[config.mk]
export PLATFORM = sky130hd
export DESIGN_NAME = ptr_sync_multi_flat
export DESIGN_NICKNAME = d
export VERILOG_FILES = /design/src/rtl/ptr_sync_multi_if.sv /design/src/rtl/ptr_sync_multi.sv /design/src/flat_wrapper.sv
export SDC_FILE = /design/constraint.sdc
export NUM_CORES = 1
export LEC_CHECK = 0
export BUFFER_PORTS_ARGS = -buffer_cell sky130_fd_sc_hd__buf_2
export CAP_MARGIN = 20
export CORE_MARGIN = 3
export CORE_UTILIZATION = 38
export DETAILED_ROUTE_END_ITERATION = 16
export GPL_TIMING_DRIVEN = 0
export SLEW_MARGIN = 20
export SYNTH_ARGS = -nofsm -noshare
export SYNTH_HDL_FRONTEND = slang
export SYNTH_SLANG_ARGS = --single-unit
export TNS_END_PERCENT = 10
[constraint.sdc]
create_clock -name Clk -period 3.6 [get_ports Clk]
set_input_delay 0 -clock Clk [delete_from_list [all_inputs] [get_ports Clk]]
set_output_delay 0 -clock Clk [all_outputs]
set_load 0.005 [all_outputs]
[src/rtl/ptr_sync_multi_if.sv]
// -----------------------------------------------------------------------------
// ptr_sync_multi_if
// Bundles the pointer-synchroniser signals into a single port.
//   master : pointer source / status consumer (drives ptr_in, err_clr)
//   slave  : the synchroniser itself (drives everything else)
// Signals:
//   ptr_in        Gray pointer from the foreign clock domain
//   err_clr       synchronous clear of gray_err / err_count
//   ptr_sync_gray synchronised Gray pointer
//   ptr_sync_bin  registered binary form of ptr_sync_gray
//   ptr_valid     pipeline holds post-reset samples only
//   ptr_changed   one-cycle pulse per new ptr_sync_bin value
//   gray_err      sticky Gray-integrity violation flag
//   err_count     saturating Gray-violation counter
// -----------------------------------------------------------------------------
interface ptr_sync_multi_if #(
    parameter int A_WIDTH   = 4,
    parameter int ERR_CNT_W = 8
);
    logic [A_WIDTH:0]   ptr_in;
    logic               err_clr;
    logic [A_WIDTH:0]   ptr_sync_gray;
    logic [A_WIDTH:0]   ptr_sync_bin;
    logic               ptr_valid;
    logic               ptr_changed;
    logic               gray_err;
    logic [ERR_CNT_W-1:0] err_count;

    modport master (
        output ptr_in, err_clr,
        input  ptr_sync_gray, ptr_sync_bin, ptr_valid, ptr_changed, gray_err, err_count
    );

    modport slave (
        input  ptr_in, err_clr,
        output ptr_sync_gray, ptr_sync_bin, ptr_valid, ptr_changed, gray_err, err_count
    );
endinterface

[src/rtl/ptr_sync_multi.sv]
// -----------------------------------------------------------------------------
// ptr_sync_multi
// Brings a Gray-coded async-FIFO pointer into the Clk domain through
// SYNC_STAGES flops (legal range 2..4), then provides a registered binary
// copy, a change pulse, a warm-up valid flag and Gray-integrity checking
// (sticky flag plus saturating counter).
// Ports:
//   Clk    destination clock, rising edge
//   Reset  synchronous active-high reset (wins over everything, incl. err_clr)
//   bus    ptr_sync_multi_if.slave (see interface file for signal list)
// -----------------------------------------------------------------------------
module ptr_sync_multi #(
    parameter int A_WIDTH     = 4,
    parameter int SYNC_STAGES = 2,
    parameter int ERR_CNT_W   = 8
) (
    input  logic              Clk,
    input  logic              Reset,
    ptr_sync_multi_if.slave   bus
);
    localparam int P_W    = A_WIDTH + 1;
    localparam int WCNT_W = $clog2(SYNC_STAGES + 2);
    // Warm-up count at which every stage, prev_gray and the binary copy
    // have been refilled from post-reset samples.
    localparam logic [WCNT_W-1:0] WARM_DONE = WCNT_W'(SYNC_STAGES + 1);

    // Gray to binary: each binary bit is the XOR of all Gray bits at or above it.
    function automatic logic [P_W-1:0] gray2bin(input logic [P_W-1:0] g);
        logic [P_W-1:0] b;
        b[P_W-1] = g[P_W-1];
        for (int i = P_W - 2; i >= 0; i--) begin
            b[i] = b[i+1] ^ g[i];
        end
        return b;
    endfunction

    // True when a difference vector has two or more set bits.
    function automatic logic multi_bit_diff(input logic [P_W-1:0] d);
        int ones;
        ones = 0;
        for (int i = 0; i < P_W; i++) begin
            ones = ones + int'(d[i]);
        end
        return (ones > 1);
    endfunction

    logic [P_W-1:0]       stage_r [SYNC_STAGES];
    logic [P_W-1:0]       prev_gray_r;
    logic [P_W-1:0]       bin_r;
    logic [WCNT_W-1:0]    warm_cnt_r;
    logic                 valid_r;
    logic                 changed_r;
    logic                 err_r;
    logic [ERR_CNT_W-1:0] err_cnt_r;

    logic [P_W-1:0]       gray_s;
    logic                 viol_s;
    logic                 change_s;

    assign gray_s = stage_r[SYNC_STAGES-1];

    // Change / violation detection on the synchronised value, gated by warm-up.
    always_comb begin
        viol_s   = 1'b0;
        change_s = 1'b0;
        if (valid_r) begin
            viol_s   = multi_bit_diff(gray_s ^ prev_gray_r);
            change_s = (gray_s != prev_gray_r);
        end else begin
            viol_s   = 1'b0;
            change_s = 1'b0;
        end
    end

    // Sync chain, binary copy, warm-up counter and error bookkeeping.
    always_ff @(posedge Clk) begin
        if (Reset) begin
            for (int k = 0; k < SYNC_STAGES; k++) begin
                stage_r[k] <= '0;
            end
            prev_gray_r <= '0;
            bin_r       <= '0;
            warm_cnt_r  <= '0;
            valid_r     <= 1'b0;
            changed_r   <= 1'b0;
            err_r       <= 1'b0;
            err_cnt_r   <= '0;
        end else begin
            stage_r[0] <= bus.ptr_in;
            for (int k = 1; k < SYNC_STAGES; k++) begin
                stage_r[k] <= stage_r[k-1];
            end
            prev_gray_r <= gray_s;
            bin_r       <= gray2bin(gray_s);
            // A change in the Gray value is exactly a change in the binary copy.
            changed_r   <= change_s;

            if (warm_cnt_r != WARM_DONE) begin
                warm_cnt_r <= warm_cnt_r + WCNT_W'(1);
            end else begin
                warm_cnt_r <= warm_cnt_r;
            end
            valid_r <= (warm_cnt_r == WARM_DONE);

            // A clear in the same cycle as a violation discards the violation.
            if (bus.err_clr) begin
                err_r     <= 1'b0;
                err_cnt_r <= '0;
            end else if (viol_s) begin
                err_r <= 1'b1;
                if (err_cnt_r != {ERR_CNT_W{1'b1}}) begin
                    err_cnt_r <= err_cnt_r + ERR_CNT_W'(1);
                end else begin
                    err_cnt_r <= err_cnt_r;
                end
            end else begin
                err_r     <= err_r;
                err_cnt_r <= err_cnt_r;
            end
        end
    end

    assign bus.ptr_sync_gray = gray_s;
    assign bus.ptr_sync_bin  = bin_r;
    assign bus.ptr_valid     = valid_r;
    assign bus.ptr_changed   = changed_r;
    assign bus.gray_err      = err_r;
    assign bus.err_count     = err_cnt_r;

endmodule
[src/flat_wrapper.sv]
// flat-port wrapper written by rule: the top's interface ports become plain ports
module ptr_sync_multi_flat 
#(
    parameter int A_WIDTH     = 4,
    parameter int SYNC_STAGES = 2,
    parameter int ERR_CNT_W   = 8
)
  (Clk, Reset, bus_ptr_in, bus_err_clr, bus_ptr_sync_gray, bus_ptr_sync_bin, bus_ptr_valid, bus_ptr_changed, bus_gray_err, bus_err_count);
  ptr_sync_multi_if #(.A_WIDTH(A_WIDTH), .ERR_CNT_W(ERR_CNT_W)) bus_i ();
  input  logic Clk;
  input  logic Reset;
  input wire logic [$bits(bus_i.ptr_in)-1:0] bus_ptr_in;
  input wire logic [$bits(bus_i.err_clr)-1:0] bus_err_clr;
  output wire logic [$bits(bus_i.ptr_sync_gray)-1:0] bus_ptr_sync_gray;
  output wire logic [$bits(bus_i.ptr_sync_bin)-1:0] bus_ptr_sync_bin;
  output wire logic [$bits(bus_i.ptr_valid)-1:0] bus_ptr_valid;
  output wire logic [$bits(bus_i.ptr_changed)-1:0] bus_ptr_changed;
  output wire logic [$bits(bus_i.gray_err)-1:0] bus_gray_err;
  output wire logic [$bits(bus_i.err_count)-1:0] bus_err_count;
  assign bus_i.ptr_in = bus_ptr_in;
  assign bus_i.err_clr = bus_err_clr;
  assign bus_ptr_sync_gray = bus_i.ptr_sync_gray;
  assign bus_ptr_sync_bin = bus_i.ptr_sync_bin;
  assign bus_ptr_valid = bus_i.ptr_valid;
  assign bus_ptr_changed = bus_i.ptr_changed;
  assign bus_gray_err = bus_i.gray_err;
  assign bus_err_count = bus_i.err_count;
  ptr_sync_multi #(.A_WIDTH(A_WIDTH), .SYNC_STAGES(SYNC_STAGES), .ERR_CNT_W(ERR_CNT_W)) u_core (.Clk(Clk), .Reset(Reset), .bus(bus_i));
endmodule
== Word level (Yosys, flattened, before mapping) ==
Memory sizes are Yosys's and may differ from the RTL's.
Index checks and enable logic that the tools add are counted.

* Register bits after elaboration: 23
* Bits in writable memories: 10
* Output and inout port bits: 21
* Logic and storage cells: 36
* Memories kept: 1

* Add/sub/neg operators: 6
* $lt $le $gt $ge: 1
* Equality and inequality tests: 4
* Muxes and demuxes: 6
* Bitwise gates (word level): 8
* Reduce and logical (&&, ||, !) cells: 3

{| class="wikitable"
|+ Memories
! name !! depth !! bits a word !! rd ports !! clocked after Yosys merged registers in !! wr ports !! line !! source
|-
| u_core.stage_r || 2 || 5 || 2 || 0 || 2 || ptr_sync_multi.sv:47 || <nowiki>logic [P_W-1:0] stage_r [SYNC_STAGES];</nowiki>
|}

{| class="wikitable"
|+ Operators with widths
! operator !! count
|-
| $add 32x2->32 || 3
|-
| $gt 32x2->1 const B || 1
|-
| $mux 5 || 2
|-
| $add 8x1->8 const B || 1
|-
| $ne 8x8->1 const B || 1
|-
| $ne 5x5->1 || 1
|-
| $xor 5x5->5 || 1
|-
| $mux 1 || 4
|-
| $reduce_or 2->1 || 2
|-
| $xor 1x1->1 || 4
|-
| $add 1x1->2 || 1
|-
| $add 2x1->2 const B || 1
|-
| $eq 2x2->1 const B || 1
|-
| $ne 2x2->1 const B || 1
|-
| $or 1x1->1 || 2
|-
| $reduce_and 2->1 || 1
|-
| $not 1->1 || 1
|}

== Longest topological paths before layout ==
An unclocked memory read counts as a cell.

* Depth in word-level cells: 9
* Depth in mapped cells: 9
* Mapped depth without buffers: 9

== Least setup slack after synthesis ==
OpenSTA, ideal clock, no wires.

* Path kind: register to register
* From: memory u_core.stage_r[0][6] (netlist name)
* To: register u_core.err_cnt_r[5] (netlist: u_core.bus.err_count[5])
* Arrival time: 2.779 ns
* Slack: 0.751 ns
* Cell stages (with the launch flop): 10
* Buffers on the path: 0
* Cell sequence: dfxtp_1 xor2_1 ha_1 fa_1 nand2_1 fa_1 a21boi_4 nand2_4 or4_1 a21oi_1

{| class="wikitable"
|+ RTL lines
! what !! line !! source
|-
| from (decl) || ptr_sync_multi.sv:47 ||
|-
| to (signal assigned) || ptr_sync_multi.sv:112 || <nowiki>err_cnt_r <= err_cnt_r + ERR_CNT_W'(1);</nowiki>
|-
| to (signal assigned) || ptr_sync_multi.sv:114 || <nowiki>err_cnt_r <= err_cnt_r;</nowiki>
|-
| to (signal assigned) || ptr_sync_multi.sv:118 || <nowiki>err_cnt_r <= err_cnt_r;</nowiki>
|-
| to (decl) || ptr_sync_multi.sv:54 || <nowiki>logic [ERR_CNT_W-1:0] err_cnt_r;</nowiki>
|}

==> flow_metrics.py <==
metrics = {
    "outcome": {
        "status": "completed",
    },
    "drt": {
        "antenna_violating_nets_left": 0,
        "route.detailed.wl_per_inst_um": 10.1,
        "viasPerCell": 4.55,
        "postRouteWirelength_um": 2160,
        "firstDrtPassIters": 4,
        "detail_route.drc_violations": 0,
        "vias": 974,
        "initialDrtViolationCount": 38,
    },
    "logic_synthesis": {
        "netlist.area_leader.share_pct": 49.7,
        "postSynthAreaPerCell_um2": 10.2,
        "postSynthCellCount": 126,
        "synth.largest_area_cell": "sky130_fd_sc_hd__dfxtp_1",
        "yosys_warnings": 0,
        "yosysSeqAreaShare_pct": 49.7,
        "yosys.cell_count.top_type": "sky130_fd_sc_hd__dfxtp_1",
        "yosys.cell_types.count": 31,
        "synth_flop_cell": "sky130_fd_sc_hd__dfxtp_1",
        "synth-async-reset-ratio_pct": 0,
        "synth-edff-count": 0,
        "total_of_flip_flops_plus_latches_after_synthesis": 32,
        "synthesis.nets": 140,
        "post_synth_most_frequent_cells": "sky130_fd_sc_hd__dfxtp_1, sky130_fd_sc_hd__nor2b_1, sky130_fd_sc_hd__nor2_1",
        "netlist_top_cells_area": "sky130_fd_sc_hd__dfxtp_1, sky130_fd_sc_hd__nor2b_1, sky130_fd_sc_hd__xor2_1",
        "synth_area_um2": 1290,
    },
    "grt": {
        "vias_in_the_first_global_route": 905,
        "groute.usage.overall_pct": 12.0,
        "total_overflow_reported_by_the_global_router": 0,
        "grt_max_degree": 11,
        "number_of_antenna_violations_at_the_first_check_in_global_routing": 0,
        "wire_length_of_the_first_global_routing_pass_um": 3800,
    },
    "clock_tree": {
        "tritoncts": "built",
        "numCtsBuffers": 5,
        "post_cts_buffers": 0,
        "clkTransAtPathRegs_ns": 0.10,
        "post_cts.resized_instances": 0,
        "clock_insertion_delay_worst_skew_ns": 0.33,
        "clock-sinks": 32,
        "root_buffer_cell": "sky130_fd_sc_hd__clkbuf_4",
        "cts_buffer_depth": 2,
        "cts-htree-levels": 2,
    },
    "timing": {
        "fmaxAchievable_ghz": 0.327,
        "post-route-min-period_ns": 3.06,
        "maxSlewViolCount": 0,
        "worst-slew-pin-transition_ns": 0.426,
        "setup_tns_ns": 0,
        "finalSetupViolations": 0,
        "holdWs_ns": 0.189,
        "unrepaired_setup_endpoints_after_global_routing": "no",
        "timing.slew.headroom_pct": 71.3,
        "timing.final.hold_violations": 0,
        "finClkSkew_ns": 0.0107,
        "period_utilisation_layout_pct": 84.9,
    },
    "setup_path": {
        "timing.critical_path.required_ns": 3.86,
        "worstSetupStartpointType": "flip-flop",
        "critical_path.max_fanout": 9,
        "arrival_ns": 3.31,
        "reg2regPathDepth": 9,
        "timing.reg2reg.setup_slack_ns": 0.54,
        "worst_setup_path_end_kind": "flip-flop",
        "category_of_the_most_critical_setup_path": "reg2reg",
    },
    "cells_and_area": {
        "fin_nets": 183,
        "syn_to_final_growth_pct": 28.7,
        "finalNonFillerCells": 214,
        "antenna_cells_inserted": 0,
        "drive_above_1_share_pct": 27.1,
        "filler_cell_count": 308,
        "postLayoutCoreUtil_pct": 52.6,
    },
    "placement": {
        "placement.io_buffers": 28,
        "globalplace.congestion": 0.760,
        "detail_placement_hpwl_um": 1570,
        "placedCellCount": 198,
    },
    "power": {
        "power_per_cell_area_nw_per_um2": 454,
        "ir_drop_mv": 0.283,
        "power_consumption_uw": 752,
        "static-leakage-power_uw": 0.000775,
    },
    "floorplan": {
        "number_of_rows_created_at_floorplan": 20,
        "design.die.area_um2": 4130,
        "design.portCount": 29,
        "core_region_area_um2": 3150,
        "starting_density_pct": 40.9,
        "die-width_um": 64.2,
        "die_y_um": 64.2,
    },
    "min_path": {
        "hp-class": "in2reg",
        "worstHoldPathCells": 3,
    },
    "run": {
        "timing.max_cap.violations": 0,
    },
}
path summary, 6_finish.rpt:
| kind | start | to |
|---|---|---|
| setup / recovery | u_core.stage_r[0][6] | u_core.bus.err_count[5] |
| hold / removal | Reset | u_core.stage_r[0][9] |
| setup reg to reg | u_core.stage_r[0][6] | u_core.bus.err_count[5] |
| hold reg to reg | u_core.stage_r[0][3] | u_core.stage_r[0][8] |
cells by family after synthesis:
| family | after synthesis | share of synthesized area (%) |
|---|---|---|
| compound gates | 12 | 6.89 |
| xor+xnor | 13 | 8.84 |
| fa+ha+maj | 6 | 6.99 |
| buf+inv | 15 | 6.12 |
| flops | 32 | 49.7 |
| mux | 2 | 1.55 |
| simple gates | 46 | 19.9 |
cell type report:
| type | instances | area, µm² | area share (%) |
|---|---|---|---|
| inverter | 6 | 22.5 | 1.36 |
| multi-input combinational | 79 | 569 | 34.3 |
| buffer | 9 | 56.3 | 3.39 |
| clock inverter | 1 | 30.0 | 1.81 |
| timing repair buffer | 36 | 220 | 13.3 |
| sequential | 32 | 641 | 38.6 |
| clock buffer | 7 | 65.1 | 3.92 |
| tap | 44 | 55.1 | 3.32 |
critical path: stages (launching register included):
cell                       delay (ns)
sky130_fd_sc_hd__dfxtp_1         0.45
sky130_fd_sc_hd__xor2_1          0.22
sky130_fd_sc_hd__ha_1            0.27
sky130_fd_sc_hd__fa_1            0.48
sky130_fd_sc_hd__nand2_1         0.06
sky130_fd_sc_hd__fa_1            0.48
sky130_fd_sc_hd__a21boi_4        0.30
sky130_fd_sc_hd__nand2_4         0.08
sky130_fd_sc_hd__or4_1           0.50
sky130_fd_sc_hd__a21oi_1         0.15
power breakdown:
| group | total [µW] | internal, µW | switching (µW) |
|---|---|---|---|
| logic | 70.5 | 38.8 | 31.7 |
| registers | 379 | 371 | 8.83 |
| clock network | 303 | 184 | 118 |
| total | 752 | 594 | 159 |
layout by cell type, fill, tap and decap left out, types with 2 or more instances in the layout:
cell                            synthesis  final
sky130_fd_sc_hd__buf_4                  6      6
sky130_fd_sc_hd__xor2_1                10     10
sky130_fd_sc_hd__a21oi_1                3      3
sky130_fd_sc_hd__nand3_1                2      2
sky130_fd_sc_hd__nor2b_1               16     16
sky130_fd_sc_hd__clkbuf_8               0      2
sky130_fd_sc_hd__nor3b_1                2      2
sky130_fd_sc_hd__clkbuf_1               3      3
sky130_fd_sc_hd__ha_1                   4      4
sky130_fd_sc_hd__xnor2_1                3      3
sky130_fd_sc_hd__and3_1                 2      2
sky130_fd_sc_hd__o21ai_0                2      2
sky130_fd_sc_hd__fa_1                   2      2
sky130_fd_sc_hd__clkbuf_4               0      5
sky130_fd_sc_hd__nand4_1                2      2
sky130_fd_sc_hd__nand2_1                2      2
sky130_fd_sc_hd__mux2i_1                2      2
sky130_fd_sc_hd__a211oi_1               2      2
sky130_fd_sc_hd__dfxtp_1               32     32
sky130_fd_sc_hd__buf_2                  0     28
sky130_fd_sc_hd__nor2_1                13     13
sky130_fd_sc_hd__dlygate4sd3_1          0      8
sky130_fd_sc_hd__inv_1                  6      6
per-layer routing:
metal  global-route usage [%]  up-vias  part of all wire (%)
li1                         -      495                     -
met1                     14.5      445                    46
met2                     17.8       29                    44
met3                     4.57        5                   7.2
met4                     7.92        0                   2.1
met5                        0        -                     0
state kept, by name (all words and copies together) (netlist names):
signal                   cells
u_core.bus.gray_err          1
u_core.bus.err_count         8
u_core.bus.ptr_valid         1
u_core.stage_r              10
u_core.bus.ptr_changed       1
u_core.warm_cnt_r            2
u_core.bus.ptr_sync_bin      5
u_core.prev_gray_r           4
what timing repair did:
item / CTS / global route
setup endpoints to repair: 0 / 0
endpoints found under the hold margin: 5 / 0
hold buffers: 8 / 0
per-stage QoR:
step	worst slack [ns]	cell area, µm²
after floorplan	0.751	1290
final	0.545	1660
after global placement	0.590	1480
after detailed placement	0.571	1480
after global routing	0.393	1660
after CTS	0.526	1660
Power figures use the tool's default switching activity.
